$ cat config.mk
export PLATFORM = sky130hd
export DESIGN_NAME = rx_lane_controller
export DESIGN_NICKNAME = d
export VERILOG_FILES = /design/src/rtl/rx_lane_controller.sv
export SDC_FILE = /design/constraint.sdc
export NUM_CORES = 1
export LEC_CHECK = 0
export CAP_MARGIN = 5
export CORE_ASPECT_RATIO = 0.6
export CORE_MARGIN = 3
export CORE_UTILIZATION = 31
export DETAILED_ROUTE_END_ITERATION = 7
export PLACE_DENSITY = 0.58
export SLEW_MARGIN = 20
export SYNTH_ARGS = -nofsm -noshare
export SYNTH_HDL_FRONTEND = slang
export SYNTH_SLANG_ARGS = --single-unit
export TNS_END_PERCENT = 20
$ cat constraint.sdc
create_clock -name USER_CLK -period 2.65 [get_ports USER_CLK]
set_input_delay 0.265 -clock USER_CLK [delete_from_list [all_inputs] [get_ports USER_CLK]]
set_output_delay 0.265 -clock USER_CLK [all_outputs]
set_load 0.01 [all_outputs]
$ cat src/rtl/rx_lane_controller.sv
// rx_lane_controller: sync-header block lock, bitslip hunting and descrambler
// lock supervision for one 64b/67b receive lane. Once the lane is up, a
// windowed bad-header monitor forces a relock when the header error rate is
// too high.
module rx_lane_controller #(
    parameter int GOOD_LIMIT   = 64,
    parameter int SLIP_WAIT    = 16,
    parameter int META_TIMEOUT = 1024,
    parameter int WINDOW       = 64,
    parameter int BAD_LIMIT    = 16
) (
    input  logic       USER_CLK,
    input  logic       SYSTEM_RESET,
    input  logic [1:0] HEADER_IN,
    input  logic       HEADER_VALID,
    input  logic       DESCRAMBLER_LOCKED,
    output logic       BITSLIP,
    output logic       DESCRAMBLER_RESET,
    output logic       DESCRAMBLER_PASSTHROUGH,
    output logic       LANE_UP,
    output logic [7:0] RELOCK_COUNT,
    output logic [2:0] STATE_OUT
);

    // The timer is shared by the slip hold-off and the descrambler timeout,
    // so it is sized for the larger of the two terminal counts.
    localparam int TIMER_MAX = (SLIP_WAIT > META_TIMEOUT) ? SLIP_WAIT : META_TIMEOUT;
    localparam int TIMER_W   = (TIMER_MAX > 1)  ? $clog2(TIMER_MAX)  : 1;
    localparam int GOOD_W    = (GOOD_LIMIT > 1) ? $clog2(GOOD_LIMIT) : 1;
    localparam int WIN_W     = (WINDOW > 1)     ? $clog2(WINDOW)     : 1;
    localparam int BAD_W     = (BAD_LIMIT > 1)  ? $clog2(BAD_LIMIT)  : 1;

    localparam logic [GOOD_W-1:0]  GOOD_LAST = GOOD_W'(GOOD_LIMIT - 1);
    localparam logic [TIMER_W-1:0] SLIP_LAST = TIMER_W'(SLIP_WAIT - 1);
    localparam logic [TIMER_W-1:0] META_LAST = TIMER_W'(META_TIMEOUT - 1);
    localparam logic [WIN_W-1:0]   WIN_LAST  = WIN_W'(WINDOW - 1);
    localparam logic [BAD_W-1:0]   BAD_LAST  = BAD_W'(BAD_LIMIT - 1);

    typedef enum logic [2:0] {
        ST_RESET     = 3'b000,
        ST_HUNT      = 3'b001,
        ST_SLIP_WAIT = 3'b010,
        ST_META_WAIT = 3'b011,
        ST_RUN       = 3'b100
    } state_t;

    state_t             state;
    state_t             next_state;
    logic [GOOD_W-1:0]  good_ctr;
    logic [GOOD_W-1:0]  good_ctr_nxt;
    logic [TIMER_W-1:0] timer;
    logic [TIMER_W-1:0] timer_nxt;
    logic [WIN_W-1:0]   window_ctr;
    logic [WIN_W-1:0]   window_ctr_nxt;
    logic [BAD_W-1:0]   bad_ctr;
    logic [BAD_W-1:0]   bad_ctr_nxt;
    logic               relock_inc;
    logic               bitslip_nxt;
    logic               desc_reset_nxt;
    logic               lane_up_nxt;
    logic [7:0]         relock_nxt;
    logic               hdr_good;
    logic               hdr_bad;

    // Unqualified header words never count as either good or bad.
    assign hdr_good = HEADER_VALID && ((HEADER_IN == 2'b01) || (HEADER_IN == 2'b10));
    assign hdr_bad  = HEADER_VALID && ((HEADER_IN == 2'b00) || (HEADER_IN == 2'b11));

    assign STATE_OUT = state;

    // State, counter and output registers; outputs are loaded from values
    // decoded off next_state so they change on the same edge as the state.
    always_ff @(posedge USER_CLK or posedge SYSTEM_RESET) begin
        if (SYSTEM_RESET) begin
            state                   <= ST_RESET;
            good_ctr                <= '0;
            timer                   <= '0;
            window_ctr              <= '0;
            bad_ctr                 <= '0;
            BITSLIP                 <= 1'b0;
            DESCRAMBLER_RESET       <= 1'b1;
            DESCRAMBLER_PASSTHROUGH <= 1'b1;
            LANE_UP                 <= 1'b0;
            RELOCK_COUNT            <= 8'd0;
        end else begin
            state                   <= next_state;
            good_ctr                <= good_ctr_nxt;
            timer                   <= timer_nxt;
            window_ctr              <= window_ctr_nxt;
            bad_ctr                 <= bad_ctr_nxt;
            BITSLIP                 <= bitslip_nxt;
            DESCRAMBLER_RESET       <= desc_reset_nxt;
            DESCRAMBLER_PASSTHROUGH <= desc_reset_nxt;
            LANE_UP                 <= lane_up_nxt;
            RELOCK_COUNT            <= relock_nxt;
        end
    end

    // Next-state and counter update; the bad-header exit is evaluated first so
    // it wins over any descrambler lock change in the same cycle.
    always_comb begin
        next_state     = state;
        good_ctr_nxt   = good_ctr;
        timer_nxt      = timer;
        window_ctr_nxt = window_ctr;
        bad_ctr_nxt    = bad_ctr;
        relock_inc     = 1'b0;
        case (state)
            ST_RESET: begin
                next_state     = ST_HUNT;
                good_ctr_nxt   = '0;
                timer_nxt      = '0;
                window_ctr_nxt = '0;
                bad_ctr_nxt    = '0;
            end
            ST_HUNT: begin
                if (hdr_good) begin
                    if (good_ctr == GOOD_LAST) begin
                        next_state     = ST_META_WAIT;
                        good_ctr_nxt   = '0;
                        timer_nxt      = '0;
                        window_ctr_nxt = '0;
                        bad_ctr_nxt    = '0;
                    end else begin
                        good_ctr_nxt = good_ctr + 1'b1;
                    end
                end else if (hdr_bad) begin
                    next_state   = ST_SLIP_WAIT;
                    good_ctr_nxt = '0;
                    timer_nxt    = '0;
                end
            end
            ST_SLIP_WAIT: begin
                if (timer == SLIP_LAST) begin
                    next_state   = ST_HUNT;
                    good_ctr_nxt = '0;
                    timer_nxt    = '0;
                end else begin
                    timer_nxt = timer + 1'b1;
                end
            end
            ST_META_WAIT, ST_RUN: begin
                if (hdr_bad && (bad_ctr == BAD_LAST)) begin
                    next_state     = ST_HUNT;
                    good_ctr_nxt   = '0;
                    timer_nxt      = '0;
                    window_ctr_nxt = '0;
                    bad_ctr_nxt    = '0;
                    relock_inc     = 1'b1;
                end else begin
                    if (HEADER_VALID) begin
                        if (window_ctr == WIN_LAST) begin
                            window_ctr_nxt = '0;
                            bad_ctr_nxt    = '0;
                        end else begin
                            window_ctr_nxt = window_ctr + 1'b1;
                            if (hdr_bad) begin
                                bad_ctr_nxt = bad_ctr + 1'b1;
                            end
                        end
                    end
                    if (state == ST_META_WAIT) begin
                        if (DESCRAMBLER_LOCKED) begin
                            next_state = ST_RUN;
                            timer_nxt  = '0;
                        end else if (timer == META_LAST) begin
                            next_state   = ST_HUNT;
                            good_ctr_nxt = '0;
                            timer_nxt    = '0;
                            relock_inc   = 1'b1;
                        end else begin
                            timer_nxt = timer + 1'b1;
                        end
                    end else if (!DESCRAMBLER_LOCKED) begin
                        next_state = ST_META_WAIT;
                        timer_nxt  = '0;
                    end
                end
            end
            default: begin
                next_state = ST_RESET;
            end
        endcase
    end

    // Output decode from the state being entered; relock count saturates.
    always_comb begin
        bitslip_nxt    = (state == ST_HUNT) && (next_state == ST_SLIP_WAIT);
        desc_reset_nxt = (next_state == ST_RESET) || (next_state == ST_HUNT) ||
                         (next_state == ST_SLIP_WAIT);
        lane_up_nxt    = (next_state == ST_RUN);
        relock_nxt     = RELOCK_COUNT;
        if (relock_inc && (RELOCK_COUNT != 8'hFF)) begin
            relock_nxt = RELOCK_COUNT + 8'd1;
        end
    end

endmodule

# Word level (Yosys, flattened, before mapping)
# Index checks and enable logic that the tools add are counted.
[totals]
reg_bits = 40
in_bits = 6
[op_classes]
n_addsub = 5
n_eq_ne = 27
mux = 47
n_reduce_logical = 19
[op_table]
columns = ["op", "n"]
rows = [
  ["2-to-1 mux 10 bit", 9],
  ["2-to-1 mux 6 bit", 13],
  ["one-hot mux 10 bit (4 select lines)", 1],
  ["2-to-1 mux 3 bit", 9],
  ["2-to-1 mux 4 bit", 6],
  ["one-hot mux 6 bit (4 select lines)", 1],
  ["inequality test 3 bit (second input constant)", 6],
  ["one-hot mux 6 bit (3 select lines)", 1],
  ["adder 6 x 1 -> 6 bit (second input constant)", 2],
  ["equality test 6 bit (second input constant)", 2],
  ["one-hot mux 3 bit (4 select lines)", 1],
  ["one-hot mux 4 bit (3 select lines)", 1],
  ["adder 10 x 1 -> 10 bit (second input constant)", 1],
  ["equality test 10 bit (second input constant)", 1],
  ["equality test 10 x 4 -> 1 bit (second input constant)", 1],
  ["equality test 3 x 2 -> 1 bit (second input constant)", 3],
  ["adder 8 x 1 -> 8 bit (second input constant)", 1],
  ["inequality test 4 bit (second input constant)", 2],
  ["inequality test 8 bit (second input constant)", 1],
  ["AND reduction 4 bit", 2],
  ["equality test 3 x 1 -> 1 bit (second input constant)", 2],
  ["equality test 3 bit (second input constant)", 2],
  ["zero test 3 bit", 2],
  ["inequality test 2 bit (second input constant)", 3],
  ["other kinds (13)", 25],
]

# Depth between registers and ports, before layout
[logic_depth]
depth_word = 9
ltp_mapped = 8

# Worst setup path before layout
# OpenSTA, ideal clock, no wires.
[synth_timing]
path_kind = "reg-to-reg"
from = "register timer[0]"
to = "register timer[5]"
setup_time_ns = 0.082
arrival_time_ns = 1.826
required_ns = 2.568
slack_ns = 0.742
stages_incl_launch_ff = 9
n_path_buf = 2
cell_sequence = "dfrtp_1 -> ha_1 -> and3_1 -> clkbuf_1 -> a311oi_2 -> a31o_2 -> buf_2 -> a31oi_1 -> a31oi_1"
[synth_between]
elab_chain_cells = 6
word_cells_on_any_way = 9
[synth_rtl]
columns = ["item", "line", "rtl"]
rows = [
  ["from (decl)", "51", "logic [TIMER_W-1:0] timer;"],
  ["from (signal assigned)", "88", "timer <= timer_nxt;"],
  ["adder 10 x 1 -> 10 bit or equality test 10 bit (tied branches)", "139, 172, 166", ""],
  ["2-to-1 mux 10 bit", "166", "end else if (timer == META_LAST) begin"],
  ["2-to-1 mux 10 bit", "163", "if (DESCRAMBLER_LOCKED) begin"],
  ["2-to-1 mux 10 bit", "162", "if (state == ST_META_WAIT) begin"],
  ["2-to-1 mux 10 bit", "143", "if (hdr_bad && (bad_ctr == BAD_LAST)) begin"],
  ["one-hot mux 10 bit (4 select lines) *", "108", "case (state)"],
]
# Mark *: on every way between the ends. The rest lies on a longest branch, timed or not.
# A chain may end at the register's enable or synchronous reset.

# Worst setup path in the final report
[layout_timing]
from = "register state[1], in the netlist STATE_OUT[1]"
to = "register bad_ctr[0]"
[layout_between]
elab_chain_cells = 4
word_cells_on_any_way = 12
[layout_rtl]
columns = ["item", "line", "rtl"]
rows = [
  ["from (decl)", "47", "state_t state;"],
  ["from (signal assigned)", "86", "state <= next_state;"],
  ["equality test 3 x 2 -> 1 bit or equality test 3 bit (tied branches)", "108", ""],
  ["OR reduction 2 bit", "108", ""],
  ["inequality test 4 bit (no line) (tied with other cells)", "n/a", ""],
  ["AND reduction 5 bit (no line)", "n/a", ""],
  ["to (signal assigned)", "90", "bad_ctr <= bad_ctr_nxt;"],
  ["to (decl)", "55", "logic [BAD_W-1:0] bad_ctr;"],
]
# Several ways; a longest one is shown, not always the timed one.

==> results.sh <==
export IMPL_status="finished clean"
export IMPL_p_sw_uw=774
export IMPL_numCtsBuffers=5
export IMPL_num_rows=23
export IMPL_ys_ff_latch=40
export IMPL_root_buffer="clkbuf_16"
export IMPL_cts_setup_buffers=0
export IMPL_sequentialPowerShare_pct=37.9
export IMPL_cp_depth=5
export IMPL_seq_area_frac_synth_pct=44.0
export IMPL_netlist_area_um2=2280
export IMPL_io_buffers=20
export IMPL_slew_headroom_pct=48.0
export IMPL_min_period_ns=2.21
export IMPL_async_flop_share_pct=100
export IMPL_slowest_stage="dfrtp_1"
export IMPL_cts_repair_resize_count=0
export IMPL_p_per_area_nw_per_um2=816
export IMPL_clock_latency_ns=0.28
export IMPL_rrSetupSlack_ns=0.44
export IMPL_antenna_cells=0
export IMPL_crit_path_start_kind="register"
export IMPL_ctsHoldBuffers=0
export IMPL_cp_top_family="simple AND/OR/NAND/NOR gates"
export IMPL_grt_max_degree=41
export IMPL_fin_crit_sh_pct=83.2
export IMPL_rsz0062_at_grt="false"
export IMPL_slew_violations=0
export IMPL_ys_warn_count=0
export IMPL_wl_per_cell_um=15.7
export IMPL_synth_edf_count=0
export IMPL_drc=0
export IMPL_yosys_area_top_type_share_pct=42.8
export IMPL_yosysMostFrequentCell="dfrtp_1"
export IMPL_vias_per_cell=5.36
export IMPL_overflow=0
export IMPL_power_share_clock_pct=31.1
export IMPL_crit_arrival_ns=2.37
export IMPL_layout_drive_gt1_share_pct=7.63
export IMPL_grt_first_pass_wirelength_mm=9.16
export IMPL_p_leak_uw=0.00113
export IMPL_ir_worst_vdd_v=0.000295
export IMPL_power_frac_comb_pct=30.9
export IMPL_cts_max_level=2
export IMPL_ant_nets=0
export IMPL_first_pass_iters=4
export IMPL_finalHoldViolCount=0
export IMPL_hold_class="in -> async"
export IMPL_clockBufferDepth=2
export IMPL_vias=1872
export IMPL_grt_pass1_vias=1703
export IMPL_synth_main_ff_cell="dfrtp_1"
export IMPL_first_iter_violations=209
export IMPL_yosys_top_cells_area="dfrtp_1 43%, nand2_1 3.6%, nor2_1 3.3%"
export IMPL_syn_to_final_growth_pct=18.2
export IMPL_fmax_mhz=454
export IMPL_cts_tree="done"
export IMPL_switching_share_pct=35.2
export IMPL_grt_usage_pct=14.1
export IMPL_crit_chain="nor2_1, a211o_1, nor2_1, a21oi_2, mux2_2"
export IMPL_cp_end_kind="register"
export IMPL_maxCapViolations=0
export IMPL_hold_ws_ns=0.405
export IMPL_clkTransAtPathRegs_ns=0.06
export IMPL_clock_skew_final_ns=0.00334
export IMPL_critPathMostFrequentCell="nor2_1"
export IMPL_intPower_uw=1420
export IMPL_routed_wirelength_mm=5.47
export IMPL_tightest_slew_ns=0.780
export IMPL_setup_viol=0
export IMPL_syn_inst=243
export IMPL_core_area_um2=6910
export IMPL_fin_tns_setup_ns=0
export IMPL_fp_dieH_um=72.4
export IMPL_start_util_pct=33.0
export IMPL_num_io_pins=21
export IMPL_yosysUniqueCellTypes=52
export IMPL_max_stage_delay_ns=0.64
export IMPL_nets=272
export IMPL_die_x_um=117
export IMPL_fillers=695
export IMPL_syn_num_nets=254
export IMPL_gp_congestion=0.856
export IMPL_cp_required_ns=2.82
export IMPL_synth_top_cell_by_area="dfrtp_1"
export IMPL_worstRegToRegCells=5
export IMPL_worstSetupPathType="reg -> reg"
export IMPL_synth_common_cells="39 x dfrtp_1, 22 x nand2_1, 20 x nor2_1"
export IMPL_path_max_fanout=16
export IMPL_cts_num_sinks=40
export IMPL_synth_area_per_cell_um2=9.38
export IMPL_cp_buffers_inverters=0
export IMPL_antenna_found_initial=0
export IMPL_dp_hpwl_mm=3.92
export IMPL_dieArea_um2=8450
## stage by stage
stage	area, um2	std cells	utilization (%)	setup slack [ns]	power [uW]
after floorplan	2280	243	-	0.742	1320
after global placement	2530	341	36.6	0.307	1520
after detailed placement	2530	341	36.6	0.274	1510
after CTS	2700	349	39.0	0.456	2200
after global routing	2700	349	39.0	0.238	2340
final	2700	349	39.0	0.445	2200
## sequential cells by signal, indices dropped and copies added, names as in the netlist
register,flops
LANE_UP,1
RELOCK_COUNT,8
window_ctr,6
STATE_OUT,3
good_ctr,6
timer,10
DESCRAMBLER_PASSTHROUGH,1
BITSLIP,1
bad_ctr,4
## cells by family after synthesis
| group | share of synthesized area [%] |
|---|---|
| and+or+nand+nor | 23.1 |
| DFF | 44.0 |
| adders and majority gates | 2.74 |
| muxes | 1.43 |
| xor gates and xnor gates | 4.94 |
| AOI/OAI and AO/OA | 19.5 |
| buffers and inverters | 4.34 |
## placed cells by master (no fill, tap or decap), drive strengths merged, types with 4 or more instances in the layout
cell           instances
nand4                  7
nand2                 22
nand3                 12
xor2                   6
inv                    7
clkbuf                 6
a21oi                 13
o21ai                 21
dfrtp                 39
nor3                   8
a22o                   5
a31oi                  7
xnor2                  6
nor2                  20
o22ai                  4
ha                     5
clkdlybuf4s50         20
## area by class of cell
type	instances	area (um2)	area share [%]
multi-input cells	185	1180	43.7
flip-flops and latches	40	1000	37.2
repair buffers	22	215	7.99
clock buffers	6	129	4.78
well taps	87	109	4.04
clock inverters	2	35.0	1.30
inverters	7	26.3	0.975
## worst paths after layout
path                                from                      end
max                         STATE_OUT[1]               bad_ctr[0]
min                         SYSTEM_RESET              good_ctr[4]
max reg2reg                 STATE_OUT[1]               bad_ctr[0]
min reg2reg                window_ctr[5]            window_ctr[5]
max in group asynchronous   SYSTEM_RESET  DESCRAMBLER_PASSTHROUGH
min in group USER_CLK      window_ctr[5]            window_ctr[5]
## power groups by stage
stage          Sequential [uW]  Clock, uW  Combinational, uW
3_5_place_dp               842          0                668
6_report                   834        684                680
4_1_cts                    832        693                678
5_1_grt                    856        719                764
2_1_floorplan              797          0                523
3_3_place_gp               839          0                680
## routing by layer
| layer | vias up | global-route usage (%) | part of all wire [%] |
|---|---|---|---|
| li1 | 939 | - | - |
| met3 | 6 | 3.42 | 6.5 |
| met2 | 54 | 16.4 | 35 |
| met5 | - | 0 | 0 |
| met4 | 0 | 4.71 | 1.6 |
| met1 | 873 | 23.9 | 57 |
## worst min-delay path: cells and delay by family
| kind | cells | cell delay (ns) |
|---|---|---|
| buffers and inverters | 3 | 0.87 |
No activity file was read; power rests on OpenSTA's default activity.
